## config.mk

```make
export PLATFORM = sky130hd
export DESIGN_NAME = riscv_perf_monitor_flat
export DESIGN_NICKNAME = d
export VERILOG_FILES = /design/src/rtl/riscv_perf_monitor_if.sv /design/src/rtl/riscv_perf_monitor.sv /design/src/flat_wrapper.sv
export SDC_FILE = /design/constraint.sdc
export NUM_CORES = 1
export LEC_CHECK = 0
export BUFFER_PORTS_ARGS = -buffer_cell sky130_fd_sc_hd__buf_2
export CAP_MARGIN = 0
export CORE_MARGIN = 1.5
export CORE_UTILIZATION = 30
export DETAILED_ROUTE_END_ITERATION = 10
export PLACE_DENSITY = 0.47
export SLEW_MARGIN = 30
export SYNTH_ARGS = -nofsm -noshare
export SYNTH_HDL_FRONTEND = slang
export SYNTH_SLANG_ARGS = --single-unit
```

## constraint.sdc

```tcl
create_clock -name CLOCK_50 -period 2.4 [get_ports CLOCK_50]
set_clock_uncertainty 0.15 [all_clocks]
set_input_delay 0.24 -clock CLOCK_50 [delete_from_list [all_inputs] [get_ports CLOCK_50]]
set_output_delay 0.24 -clock CLOCK_50 [all_outputs]
set_load 0.005 [all_outputs]
```

## src/rtl/riscv_perf_monitor_if.sv

```systemverilog
// rtl/riscv_perf_monitor_if.sv - pipeline-to-monitor event and result bundle; stall signals exist only with PERF_STALL_CNT_EN
interface riscv_perf_monitor_if #(
  parameter int CNT_W = 32,
  parameter int BR_W  = 16
);
  logic             start;
  logic             retire_valid;
  logic             br_resolve;
  logic             br_mispredict;
  logic             halt_in;
  logic             done;
  logic [CNT_W-1:0] clock_count;
  logic [CNT_W-1:0] instr_count;
  logic [BR_W-1:0]  TotalBranches;
  logic [BR_W-1:0]  timeswrong;
  logic             cnt_ovf;
`ifdef PERF_STALL_CNT_EN
  logic             stall;
  logic [CNT_W-1:0] stall_count;

  modport master (
    output start, retire_valid, br_resolve, br_mispredict, halt_in, stall,
    input  done, clock_count, instr_count, TotalBranches, timeswrong, cnt_ovf, stall_count
  );
  modport slave (
    input  start, retire_valid, br_resolve, br_mispredict, halt_in, stall,
    output done, clock_count, instr_count, TotalBranches, timeswrong, cnt_ovf, stall_count
  );
`else
  modport master (
    output start, retire_valid, br_resolve, br_mispredict, halt_in,
    input  done, clock_count, instr_count, TotalBranches, timeswrong, cnt_ovf
  );
  modport slave (
    input  start, retire_valid, br_resolve, br_mispredict, halt_in,
    output done, clock_count, instr_count, TotalBranches, timeswrong, cnt_ovf
  );
`endif
endinterface

```

## src/rtl/riscv_perf_monitor.sv

```systemverilog
// rtl/riscv_perf_monitor.sv - saturating cycle/instruction/branch counters with halt-drain end detection
// Optional stall counter enabled by defining PERF_STALL_CNT_EN.
module riscv_perf_monitor #(
  parameter int CNT_W        = 32,
  parameter int BR_W         = 16,
  parameter int DRAIN_CYCLES = 4
) (
  input logic                   CLOCK_50,
  input logic                   rstn,
  riscv_perf_monitor_if.slave   pm
);
  typedef enum logic [1:0] {IDLE, RUN, DRAIN, DONE} state_t;

  localparam logic [CNT_W-1:0] C_ONE      = CNT_W'(1);
  localparam logic [BR_W-1:0]  B_ONE      = BR_W'(1);
  localparam logic [3:0]       DRAIN_INIT = 4'(DRAIN_CYCLES);

  state_t           state;
  logic [3:0]       drain_cnt;
  logic             active;
  logic [CNT_W-1:0] clk_nxt, instr_nxt;
  logic [BR_W-1:0]  tb_nxt, tw_nxt;
  logic             ovf_nxt;
`ifdef PERF_STALL_CNT_EN
  logic [CNT_W-1:0] stall_nxt;
`endif

  function automatic logic [CNT_W-1:0] sat_c(input logic [CNT_W-1:0] v);
    return (&v) ? v : v + C_ONE;
  endfunction

  function automatic logic [BR_W-1:0] sat_b(input logic [BR_W-1:0] v);
    return (&v) ? v : v + B_ONE;
  endfunction

  // Counters only ever reach all-ones by incrementing, so an all-ones next value marks saturation.
  always_comb begin
    active    = (state == RUN) || (state == DRAIN);
    clk_nxt   = pm.clock_count;
    instr_nxt = pm.instr_count;
    tb_nxt    = pm.TotalBranches;
    tw_nxt    = pm.timeswrong;
    if (active) begin
      clk_nxt = sat_c(pm.clock_count);
      if (pm.retire_valid) instr_nxt = sat_c(pm.instr_count);
      if (pm.br_resolve) tb_nxt = sat_b(pm.TotalBranches);
      if (pm.br_resolve && pm.br_mispredict) tw_nxt = sat_b(pm.timeswrong);
    end
    ovf_nxt = pm.cnt_ovf | (&clk_nxt) | (&instr_nxt) | (&tb_nxt) | (&tw_nxt);
`ifdef PERF_STALL_CNT_EN
    stall_nxt = pm.stall_count;
    if (active && pm.stall) stall_nxt = sat_c(pm.stall_count);
    ovf_nxt = ovf_nxt | (&stall_nxt);
`endif
  end

  always_ff @(posedge CLOCK_50 or negedge rstn) begin
    if (!rstn) begin
      state            <= IDLE;
      drain_cnt        <= 4'd0;
      pm.done          <= 1'b0;
      pm.clock_count   <= '0;
      pm.instr_count   <= '0;
      pm.TotalBranches <= '0;
      pm.timeswrong    <= '0;
      pm.cnt_ovf       <= 1'b0;
`ifdef PERF_STALL_CNT_EN
      pm.stall_count   <= '0;
`endif
    end else begin
      pm.clock_count   <= clk_nxt;
      pm.instr_count   <= instr_nxt;
      pm.TotalBranches <= tb_nxt;
      pm.timeswrong    <= tw_nxt;
      pm.cnt_ovf       <= ovf_nxt;
`ifdef PERF_STALL_CNT_EN
      pm.stall_count   <= stall_nxt;
`endif
      case (state)
        IDLE: if (pm.start) state <= RUN;
        RUN: begin
          if (pm.halt_in) begin
            if (DRAIN_CYCLES == 0) begin
              state   <= DONE;
              pm.done <= 1'b1;
            end else begin
              state     <= DRAIN;
              drain_cnt <= DRAIN_INIT;
            end
          end
        end
        DRAIN: begin
          drain_cnt <= drain_cnt - 4'd1;
          if (drain_cnt == 4'd1) begin
            state   <= DONE;
            pm.done <= 1'b1;
          end
        end
        DONE:    state <= DONE;
        default: state <= IDLE;
      endcase
    end
  end
endmodule

```

## src/flat_wrapper.sv

```systemverilog
// flat-port wrapper written by rule: the top's interface ports become plain ports
module riscv_perf_monitor_flat 
#(
  parameter int CNT_W        = 32,
  parameter int BR_W         = 16,
  parameter int DRAIN_CYCLES = 4
)
  (CLOCK_50, rstn, pm_start, pm_retire_valid, pm_br_resolve, pm_br_mispredict, pm_halt_in, pm_done, pm_clock_count, pm_instr_count, pm_TotalBranches, pm_timeswrong, pm_cnt_ovf);
  riscv_perf_monitor_if #(.CNT_W(CNT_W), .BR_W(BR_W)) pm_i ();
  input logic CLOCK_50;
  input logic rstn;
  input wire logic [$bits(pm_i.start)-1:0] pm_start;
  input wire logic [$bits(pm_i.retire_valid)-1:0] pm_retire_valid;
  input wire logic [$bits(pm_i.br_resolve)-1:0] pm_br_resolve;
  input wire logic [$bits(pm_i.br_mispredict)-1:0] pm_br_mispredict;
  input wire logic [$bits(pm_i.halt_in)-1:0] pm_halt_in;
  output wire logic [$bits(pm_i.done)-1:0] pm_done;
  output wire logic [$bits(pm_i.clock_count)-1:0] pm_clock_count;
  output wire logic [$bits(pm_i.instr_count)-1:0] pm_instr_count;
  output wire logic [$bits(pm_i.TotalBranches)-1:0] pm_TotalBranches;
  output wire logic [$bits(pm_i.timeswrong)-1:0] pm_timeswrong;
  output wire logic [$bits(pm_i.cnt_ovf)-1:0] pm_cnt_ovf;
  assign pm_i.start = pm_start;
  assign pm_i.retire_valid = pm_retire_valid;
  assign pm_i.br_resolve = pm_br_resolve;
  assign pm_i.br_mispredict = pm_br_mispredict;
  assign pm_i.halt_in = pm_halt_in;
  assign pm_done = pm_i.done;
  assign pm_clock_count = pm_i.clock_count;
  assign pm_instr_count = pm_i.instr_count;
  assign pm_TotalBranches = pm_i.TotalBranches;
  assign pm_timeswrong = pm_i.timeswrong;
  assign pm_cnt_ovf = pm_i.cnt_ovf;
  riscv_perf_monitor #(.CNT_W(CNT_W), .BR_W(BR_W), .DRAIN_CYCLES(DRAIN_CYCLES)) u_core (.CLOCK_50(CLOCK_50), .rstn(rstn), .pm(pm_i));
endmodule
```

## Yosys cells after proc, flatten, opt, wreduce, memory -nomap -nowiden

Cells that the tools add are included.

- Logic and storage cells: 56
- Bits in registers: 104
- Output and inout bits: 98

- $add $sub $neg: 5
- Muxes and demuxes: 17
- Bitwise gates (word level): 4
- Reduce and logical (&&, ||, !) cells: 15
- Eq/ne operators: 7

Operators by type and width:

| cell | count |
|---|---|
| 32-bit two-way mux | 5 |
| 32-bit AND reduction | 4 |
| 16-bit two-way mux | 6 |
| 32-bit by 1-bit adder with 32-bit output (second input constant) | 2 |
| 16-bit AND reduction | 4 |
| 16-bit by 1-bit adder with 16-bit output (second input constant) | 2 |
| 2-bit case mux with 4 select lines | 1 |
| 4-bit case mux with 2 select lines | 1 |
| 2-bit two-way mux | 3 |
| 2-bit inequality test (second input constant) | 3 |
| 2-bit == test (second input constant) | 2 |
| 4-bit by 1-bit == test with 1-bit output (second input constant) | 1 |
| 4-bit two-way mux | 1 |
| 1-bit bitwise OR | 4 |
| 2-bit AND reduction | 2 |
| 4-bit by 1-bit subtractor with 4-bit output (second input constant) | 1 |
| 3-bit AND reduction | 1 |
| 2-bit by 1-bit == test with 1-bit output (second input constant) | 1 |
| 2-bit logical NOT | 1 |
| 2-bit nonzero test | 1 |
| 1-bit logical AND | 1 |
| 1-bit logical OR | 1 |

## Logic depth before layout (Yosys ltp)

Gate-level depths: netlist of the first run.

- Depth in word-level cells: 8
- Mapped depth: 11
- Gate-level depth less buffers: 10

## Worst setup path before layout of the first run

Ideal clock, no wire load.

- Path kind: reg2reg
- Start point: reg u_core.pm.clock_count[0]
- End point: reg u_core.pm.cnt_ovf
- Path buffers: 0
- Stages on the path, launching flop included: 10
- Clock period less this slack: 2664 ps
- Path slack: -264 ps
- Data arrival time: 2385 ps
- Path through: dfrtp_1 > ha_1 > nand3_1 > or3_1 > o41ai_4 > or4b_2 > o211ai_1 > and4b_1 > nand4_1 > nand3_1

- Word-level cells in the longest chain between the ends: 8

Ends and longest elaborated chain:

| what | RTL line | source |
|---|---|---|
| start, declared | riscv_perf_monitor_if.sv:36 | `output done, clock_count, instr_count, TotalBranches, timeswrong, cnt_ovf` |
| start signal, assigned | riscv_perf_monitor.sv:71 | `pm.clock_count <= clk_nxt;` |
| 32-bit by 1-bit adder with 32-bit output / 32-bit AND reduction (equally long branches) | riscv_perf_monitor.sv:29 | `return (&v) ? v : v + C_ONE;` |
| 32-bit two-way mux | riscv_perf_monitor.sv:29 |  |
| 32-bit two-way mux (*) | riscv_perf_monitor.sv:43 | `if (active) begin` |
| 32-bit AND reduction (*) | riscv_perf_monitor.sv:49 | `ovf_nxt = pm.cnt_ovf \| (&clk_nxt) \| (&instr_nxt) \| (&tb_nxt) \| (&tw_nxt);` |
| 1-bit bitwise OR (*) (4 in series) | riscv_perf_monitor.sv:49 |  |
| via u_core.ovf_nxt | riscv_perf_monitor.sv:23 | `logic ovf_nxt;` |
| end signal, assigned | riscv_perf_monitor.sv:75 | `pm.cnt_ovf <= ovf_nxt;` |
| end, declared | riscv_perf_monitor_if.sv:36 |  |

Mark *: on every way through the listed nets, which the timed path passes. The rest lies on a longest branch.
A chain may end at the register's enable or synchronous reset.

## Final worst setup path of the first run

- Start point: reg u_core.state[1]
- End point: reg u_core.pm.cnt_ovf

- Word-level cells in the longest chain between the ends: 8

Ends and longest elaborated chain:

| what | RTL line | source |
|---|---|---|
| start, declared | riscv_perf_monitor.sv:18 | `state_t state;` |
| start signal, assigned | riscv_perf_monitor.sv:59 | `state <= IDLE;` |
| start signal, assigned | riscv_perf_monitor.sv:80 | `IDLE: if (pm.start) state <= RUN;` |
| start signal, assigned | riscv_perf_monitor.sv:84 | `state <= DONE;` |
| 2-bit by 1-bit == test with 1-bit output / 2-bit == test (equally long branches) | riscv_perf_monitor.sv:38 | `active = (state == RUN) \|\| (state == DRAIN);` |
| 1-bit logical OR (*) | riscv_perf_monitor.sv:38 |  |
| 32-bit two-way mux | riscv_perf_monitor.sv:43 |  |
| 32-bit AND reduction | riscv_perf_monitor.sv:49 |  |
| 1-bit bitwise OR (3 in series) | riscv_perf_monitor.sv:49 |  |
| 1-bit bitwise OR (*) | riscv_perf_monitor.sv:49 |  |
| via u_core.ovf_nxt | riscv_perf_monitor.sv:23 |  |

Marked as above.

==> results of run 1 <==
[power by group]
group / internal (W) / total, W / switching, W
logic: 0.0000107 / 0.0000508 / 0.0000401
registers: 0.00175 / 0.00175 / 0
clock network: 0.000720 / 0.00137 / 0.000653
total: 0.00248 / 0.00317 / 0.000693
[worst paths after layout]
path / start / to / slack [ns] / depth (start not counted)
max in group asynchronous: rstn / u_core.pm.instr_count[24] / 1.11 / 3
hold / removal: pm_halt_in / u_core.drain_cnt[3] / 0.08 / 4
hold reg to reg: u_core.pm.done / u_core.pm.done / 0.31 / 1
min in group asynchronous: rstn / u_core.drain_cnt[1] / 0.31 / 2
setup / recovery: u_core.state[1] / u_core.pm.cnt_ovf / -0.34 / 12
setup reg to reg: u_core.state[1] / u_core.pm.cnt_ovf / -0.34 / 12
[layout by cell type, fill, tap and decap left out, types with 4 or more instances in the layout]
master | synthesis | final
sky130_fd_sc_hd__buf_4 | 1 | 219
sky130_fd_sc_hd__ha_1 | 11 | 10
sky130_fd_sc_hd__xnor2_1 | 31 | 31
sky130_fd_sc_hd__nand2b_1 | 4 | 4
sky130_fd_sc_hd__nand2_1 | 47 | 47
sky130_fd_sc_hd__nor2b_1 | 4 | 4
sky130_fd_sc_hd__a21oi_1 | 12 | 12
sky130_fd_sc_hd__inv_1 | 17 | 15
sky130_fd_sc_hd__o31a_1 | 8 | 8
sky130_fd_sc_hd__o211ai_1 | 4 | 4
sky130_fd_sc_hd__and3_1 | 13 | 13
sky130_fd_sc_hd__and4b_1 | 4 | 4
sky130_fd_sc_hd__nor3_1 | 28 | 27
sky130_fd_sc_hd__nor2_1 | 35 | 33
sky130_fd_sc_hd__or2_2 | 12 | 11
sky130_fd_sc_hd__a31oi_1 | 10 | 8
sky130_fd_sc_hd__mux2_2 | 12 | 12
sky130_fd_sc_hd__nand3_1 | 47 | 45
sky130_fd_sc_hd__clkbuf_16 | 0 | 9
sky130_fd_sc_hd__and2_1 | 10 | 10
sky130_fd_sc_hd__buf_2 | 3 | 103
sky130_fd_sc_hd__o21ai_0 | 21 | 21
sky130_fd_sc_hd__mux2i_1 | 4 | 4
sky130_fd_sc_hd__dfrtp_1 | 104 | 104
sky130_fd_sc_hd__nor4_4 | 1 | 4
sky130_fd_sc_hd__nor4_1 | 19 | 15
sky130_fd_sc_hd__nand4_1 | 42 | 42
sky130_fd_sc_hd__and4_1 | 17 | 16
sky130_fd_sc_hd__xor2_1 | 30 | 30
[routing by layer]
metal / wire, um / global-route usage (%)
met2: 8499 / 30.17
met4: 332 / 6.403
met5: 0 / 0
met1: 8834 / 25.73
met3: 866 / 3.052
[area by class of cell]
type	count	area [sq um]	area share [%]
inverter	17	63.81	0.7317
tap	260	325.3	3.730
timing repair buffer	324	2190	25.11
multi-input combinational	470	3277	37.58
sequential	104	2603	29.84
clock inverter	3	20.02	0.2296
clock buffer	11	242.7	2.783
[critical path, delay by kind of cell (launching register included)]
kind	cells	cell delay (ns)
buffers and inverters	3	0.40
and+or+nand+nor	6	0.93
adders and majority gates	1	0.34
DFF	1	0.37
AOI/OAI and AO/OA	2	0.42
[what timing repair did]
| action | CTS | global route |
|---|---|---|
| buffers inserted | 3 | 4 |
| pin swaps | 8 | 8 |
| hold buffers | 1 | 0 |
| gates resized for setup | 6 | 13 |
| hold endpoints to repair | 45 | 0 |
| setup endpoints to repair | 6 | 10 |
[per-stage QoR]
| step | util [%] | TNS (ns) |
|---|---|---|
| floorplan | - | -0.1226 |
| global placement | 43.75 | -0.4337 |
| detailed placement | 43.75 | -0.6155 |
| CTS | 45.48 | -0.3743 |
| global route | 46.01 | -0.6133 |
| finish | 46.01 | -0.3832 |
[flip-flops by register name, indices dropped and copies added, names as in the netlist]
| register | cells |
|---|---|
| u_core.pm.instr_count | 32 |
| u_core.pm.TotalBranches | 16 |
| u_core.state | 2 |
| u_core.pm.clock_count | 32 |
| u_core.pm.timeswrong | 16 |
| u_core.pm.done | 1 |
| u_core.drain_cnt | 4 |
| u_core.pm.cnt_ovf | 1 |
[cell families after synthesis]
group,count (synthesis),synth area share (%)
AOI/OAI and AO/OA,81,10.11
buffers and inverters,29,2.004
and+or+nand+nor,301,29.10
DFF,104,44.35
xor gates and xnor gates,61,9.104
adders and majority gates,11,2.345
muxes,16,2.985
==> impl.org, run 1 <==
** Clock tree
- Worst-case clock buffer depth :: 2
- TritonCTS clock tree :: yes
- Library cell used as clock root buffer :: sky130_fd_sc_hd__clkbuf_16
- The clock tree synthesis step divided the H-tree into 3 levels.
- Counting the buffers created by CTS gives 9.
- Clock slew at the register clock pins of the worst setup and hold paths :: about 0.070 ns
- Worst-skew pair later-pin latency :: 0.35 ns
- Clock tree synthesis found a total of ~100 sinks.

** Cells and area
- Final standard cell area without fillers :: just under 9000 sq um
- Growth of design area from synthesis to finish :: 48.61%
- At the end of the flow, the number of nets in the layout was between 900 and 1,000.
- The post-route netlist has 42.41% of its cells at a drive strength greater than 1.
- Fill cell instance count of the final layout :: 1,846
- For this run, the number of standard cells in the final layout without fillers is roughly 1,200.
- Antenna diode count :: 0

** Placed design
- Once placement completed, the tool counted placed cells totaling 1,167.
- Weighted congestion at the end of routability-driven global placement :: 0.9062
- OpenSTA, run right after detailed placement, puts the worst setup slack at -0.4654 ns.
- Count of port buffers added during placement :: ~100
- Summed over all nets, the half-perimeter wirelength after detailed placement is approximately 15 mm.
- Summing all placed instances gives a cell area of around 8300 sq um.

** Critical path
- Crit path top cell by count :: sky130_fd_sc_hd__buf_4
- The critical path is of the reg -> reg type.
- For the worst setup path, the data arrival time is between 2 and 3 ns.
- Slowest library cell on the worst path :: sky130_fd_sc_hd__dfrtp_1
- Type of element launching the critical path :: flop
- Worst endpoint required time :: roughly 2.5 ns
- Largest stage delay on the critical path :: between 0.3 and 0.4 ns
- The signal on the critical path passes through inv_2 -> ha_4 -> nand4_1 -> buf_4 -> nor4_4 -> buf_4 -> and4b_1 -> nor4_2 -> and4_1 -> a41o_1 -> a31oi_2 -> nand3_1.
- STA classifies the critical path endpoint as a flop.
- Biggest fanout along the worst timing path :: 7

** Route
- In this run the remaining antenna-violating nets after routing total 0.
- The first detailed-routing pass ran for 5 iterations.
- In the final routed layout, each cell accounts on average for 15.59 um.
- Count of routing violations after the opening detailed-route iteration :: 337
- Via count :: roughly 6,000
- Routed vias/inst :: just over 5
- After detailed routing, the number of remaining DRC violations is 0.
- Routed WL :: between 15 and 20 mm

** Yosys
- After synthesis, the cell types taking the most area are sky130_fd_sc_hd__dfrtp_1 44%, sky130_fd_sc_hd__xnor2_1 4.6%, sky130_fd_sc_hd__nand4_1 4.5%, sky130_fd_sc_hd__xor2_1 4.5%, sky130_fd_sc_hd__nand3_1 4.0%.
- Top-count cell post-synth :: sky130_fd_sc_hd__dfrtp_1
- In this run the biggest area consumer among cell types represents between 40 and 50% of the synthesized area.
- Summed over all instances, the cell type with the most area after synthesis is sky130_fd_sc_hd__dfrtp_1.
- Commonest register cell after synthesis :: sky130_fd_sc_hd__dfrtp_1
- Most common library cells after synthesis :: 104 x sky130_fd_sc_hd__dfrtp_1, 47 x sky130_fd_sc_hd__nand2_1, 47 x sky130_fd_sc_hd__nand3_1
- Mapped Area :: roughly 5900 sq um
- Synthesized area per cell :: 9.732 sq um
- The netlist uses 62 different library cells.
- Sequential share of the synthesized area :: between 40% and 50%
- Async SR Flop Fraction :: 100.0%
- Synthesis produced a netlist whose cell count is approximately 600.
- FF+latch count, synth :: around 100
- Synth warn :: 0
- Yosys mapped a number of flops with a built-in enable equal to 0.
- The number of nets in the synthesized netlist is just over 600.

** Min path
- The path class of the tightest hold or removal check is in -> reg.

** Pwr
- VDD sags by at most around 0.00034 V.
- Total Power Consumption :: between 0.003 and 0.004 W
- Dividing total power by cell area gives a power density of approximately 360 nW/um^2.
- Leakage :: between 4 and 5 nW

** Die
- Area of the die :: between 20,000 and 25,000 sq um
- In this run the standard cell core region covers between 15,000 and 20,000 sq um.
- Horizontal die dimension :: between 100 and 150 um
- roughly 110 I/O pins were placed.
- In this run the vertical extent of the chip is approximately 140 um.
- The initial utilization of the core area, before any placement, comes to 30.96%.
- Row generation in the floorplan step produced 50 rows.

** Global route
- The via count of the first global-routing pass was 5,953.
- Antenna violations before repair :: 0
- Pin count of the biggest net entering global routing :: 49
- Global-route total usage across every layer :: a little under a fifth
- Global routing finished with a remaining overflow of 0.
- The first global-routing pass estimated 30.22 mm of wire.

** Status
- Result of the run :: complete, but fails checks
- Violated checks :: setup timing

** Timing
- In the post-route analysis, the smallest setup slack over all paths is -0.3375 ns.
- After layout, the minimum clock period comes to 2.737 ns.
- After layout, the worst path uses 114.1% of the clock period.
- Worst slew pin tran :: 0.7065 ns
- Derived from the worst setup path, the maximum achievable clock frequency is roughly 370 MHz.
- Final hold slack :: ~0.076 ns
- RSZ-0062 raised after global routing :: true
- The final-report max-slew violation count is 0.
- Max_slew headroom :: between 50% and 60%
- Number of setup violations in the final report :: 2
- The number of failing hold endpoints at the final stage is 0.

** Flow run
- Reported max-cap violation count :: 0
Note: power is estimated with default switching activity, not from simulation.
==> inputs of run 2 (changes only) <==
Settings changed: CORE_UTILIZATION 30 to 38, PLACE_DENSITY 0.47 to 0.57.
==> impl.org, run 2 (synthesis results as in run 1) <==
** Status
- The run finished, with violations left.
- The checks that failed: setup timing.

** Cells and area
- The final layout contains slightly above 900 nets.
- Leading cell types in the layout, fill and taps excluded :: 201 x sky130_fd_sc_hd__buf_4, 104 x sky130_fd_sc_hd__dfrtp_1, 103 x sky130_fd_sc_hd__buf_2, 47 x sky130_fd_sc_hd__nand2_1, 46 x sky130_fd_sc_hd__nand3_1
- Fill cells in the final layout number about 1,300.
- Relative to the synthesized area, the layout overhead comes to 45.20%.
- The number of antenna diodes in the final layout is 0.
- Most common cell after layout, fill and taps aside :: sky130_fd_sc_hd__buf_4
- Largest registers :: u_core.pm.clock_count (32), u_core.pm.instr_count (32)
- Once layout is complete, the utilization of the core stands at 56.26%.
- Share of cells above drive strength 1 :: between 40% and 50%

** Placed design
- Count of port buffers added during placement :: 104
- Final HPWL DP :: 13.75 mm
- Before CTS, the worst setup slack after placement is -0.3718 ns.
- Routability-driven placement finished with a final weighted congestion of ~0.90.

** Die
- Area of the die :: around 16,000 sq um
- Initial cell density of the core :: 38.74%
- The floorplan step set the die width to between 100 and 150 um.
- For this design the top-level I/O count stands at ~110.
- In this run the core area contains 45 standard-cell rows.
- The core region is about 15,000 sq um.
- Die Ht :: 127.3 um

** Timing
- Final critical-path share of the clock period :: 111.6%
- At the pin with the least slew margin, the transition time is around 0.48 ns.
- Timing would allow up to 373.4 MHz.
- The number of failing hold endpoints at the final stage is 0.
- The final-report max-slew violation count came to 0.
- Final setup margin :: -0.2779 ns
- Final hold slack :: between 0.07 and 0.08 ns
- Final min period :: ~2.7 ns
- Aggregate negative setup slack :: -0.2779 ns
- Setup repair after global routing could not meet its margin everywhere.
- In this run the tightest slew margin relative to its limit is just under 70%.
- Number of setup violations in the final report :: 1

** Clock tree
- The H-tree was split into 3 levels.
- Clock slew at the register clock pins of the worst setup and hold paths :: roughly 0.07 ns
- TritonCTS built the clock tree.
- The root buffer cell chosen for the clock tree is sky130_fd_sc_hd__clkbuf_16.
- For this design, the sink count on the clock tree is around 100.
- Buffers inserted during clock tree synthesis total 9.
- The later pin in the worst-skew pair is clocked with a latency of 0.35 ns.
- Worst-case clock buffer depth :: 2

** Critical path
- The worst setup path is launched from a flop.
- Depth of the worst register-to-register path :: 12
- The worst register-to-register path begins at u_core.state[1].
- Worst path arrival time :: between 2 and 3 ns
- In this run the critical register-to-register path is captured at u_core.pm.cnt_ovf.
- The worst setup path is captured at a flop.
- At the worst endpoint, the required time is ~2.5 ns.
- Biggest fanout along the worst timing path :: 5
- Worst Path Class, Setup :: reg -> reg
- The setup check on the worst reg-to-reg path leaves a slack of -0.28 ns.

** Global route
- Layer carrying the most global-route usage :: met2
- Global-route wire length before repair :: 28.50 mm
- Met1 track demand over resource :: between 30 and 40%
- Via count of the first global-routing pass :: around 5,700
- Met2 track demand over resource in global routing :: a little over a third
- For met3 alone, demand over resource in global routing was under 10%.
- Pin count of the biggest net entering global routing :: 47
- Global routing used between 20% and 30% of the available tracks.
- The initial antenna violation count is 0.
- The total overflow left after global routing is 0.

** Route
- For this run, design rule violations remaining after detail routing come to 0.
- Before antenna repair, the detailed router went through 5 iterations.
- Drt wl/cell :: 15.96 um
- Count of routing violations after the opening detailed-route iteration :: around 410
- Routed vias/inst :: 5.401
- Wires add up to approximately 18 mm.
- In this run the remaining antenna-violating nets after routing total 0.
- Via count :: between 5,000 and 6,000

** Pwr
- Power spread over the standard cell area amounts to between 300 and 400 nW/um^2.
- Worst supply voltage drop on vdd :: around 0.00039 V
- For this design the static power due to leakage is approximately 4.3 nW.

** Min path
- The worst hold path terminates at u_core.drain_cnt[3].
- Launch point of the worst hold path :: pm_halt_in
- In this run the worst hold path is classified as in -> reg.
- The worst hold path was traced through 4 stages.

** Flow run
- Across the run, the number of max-cap violations was 0.
## run 2: cell count changes in the layout (fill, tap and decap cells not counted), sizes merged
cell      change
clkinvlp      -2
clkbuf        +1
bufinv        +1
buf          -18
clkinv        +2
## run 2: power breakdown
group	switching (W)	total [W]	internal, W
combinational	0.0000393	0.0000491	0.00000971
clock	0.000643	0.00145	0.000806
sequential	0	0.00175	0.00175
total	0.000683	0.00325	0.00257
## run 2: per-layer routing
| metal | vias to the layer above | part of all wire (%) |
|---|---|---|
| li1 | 2871 | - |
| met1 | 2895 | 47 |
| met2 | 157 | 47 |
| met3 | 23 | 4.7 |
| met4 | 0 | 1.6 |
| met5 | - | 0 |
## run 2: how the worst max path moves through the flow
| stage | start | endpoint | slack [ns] | depth (start not counted) |
|---|---|---|---|---|
| finish | u_core.state[1] | u_core.pm.cnt_ovf | -0.28 | 12 |
| global route | u_core.state[0] | u_core.pm.cnt_ovf | -0.42 | 12 |
| CTS | u_core.state[0] | u_core.pm.cnt_ovf | -0.27 | 10 |
| detailed placement | u_core.pm.instr_count[19] | u_core.pm.cnt_ovf | -0.37 | 9 |
| global placement | u_core.pm.instr_count[18] | u_core.pm.cnt_ovf | -0.28 | 10 |
| floorplan | u_core.state[0] | u_core.pm.cnt_ovf | -0.12 | 10 |
## run 2: cell type report
cell class              count  area (sq um)  area share (%)
multi-input cells         470          3283           38.53
flip-flops and latches    104          2603           30.54
repair buffers            306          2054           24.11
clock buffers              12         236.5           2.775
well taps                 188         235.2           2.761
inverters                  17         63.81          0.7489
clock inverters             4         45.04          0.5286
## run 2: per-stage QoR
stage               total power [W]  area, sq um  std cells
floorplan                  0.001786         5901        603
global placement           0.001836         8098       1081
detailed placement         0.001837         8098       1081
CTS                        0.003303         8457       1101
global route               0.003378         8521       1101
finish                     0.003250         8521       1101
## run 2: worst max-delay path, stage by stage, from the launching register on
cell                      delay (ns)
sky130_fd_sc_hd__dfrtp_1        0.36
sky130_fd_sc_hd__inv_2          0.06
sky130_fd_sc_hd__ha_4           0.31
sky130_fd_sc_hd__buf_4          0.15
sky130_fd_sc_hd__nand3_2        0.09
sky130_fd_sc_hd__nor4_4         0.19
sky130_fd_sc_hd__buf_4          0.19
sky130_fd_sc_hd__o21ai_0        0.10
sky130_fd_sc_hd__xnor2_1        0.25
sky130_fd_sc_hd__nand4_1        0.16
sky130_fd_sc_hd__nor4_2         0.33
sky130_fd_sc_hd__nand4_1        0.15
sky130_fd_sc_hd__nand3_1        0.12
## run 2: timing repair
action | 4_1_cts | 5_1_grt
hold buffers | 1 | 0
setup endpoints to repair | 8 | 11
endpoints found under the hold margin | 32 | 0
pin swaps | 10 | 6
buffers inserted | 3 | 0
resized for setup | 8 | 11
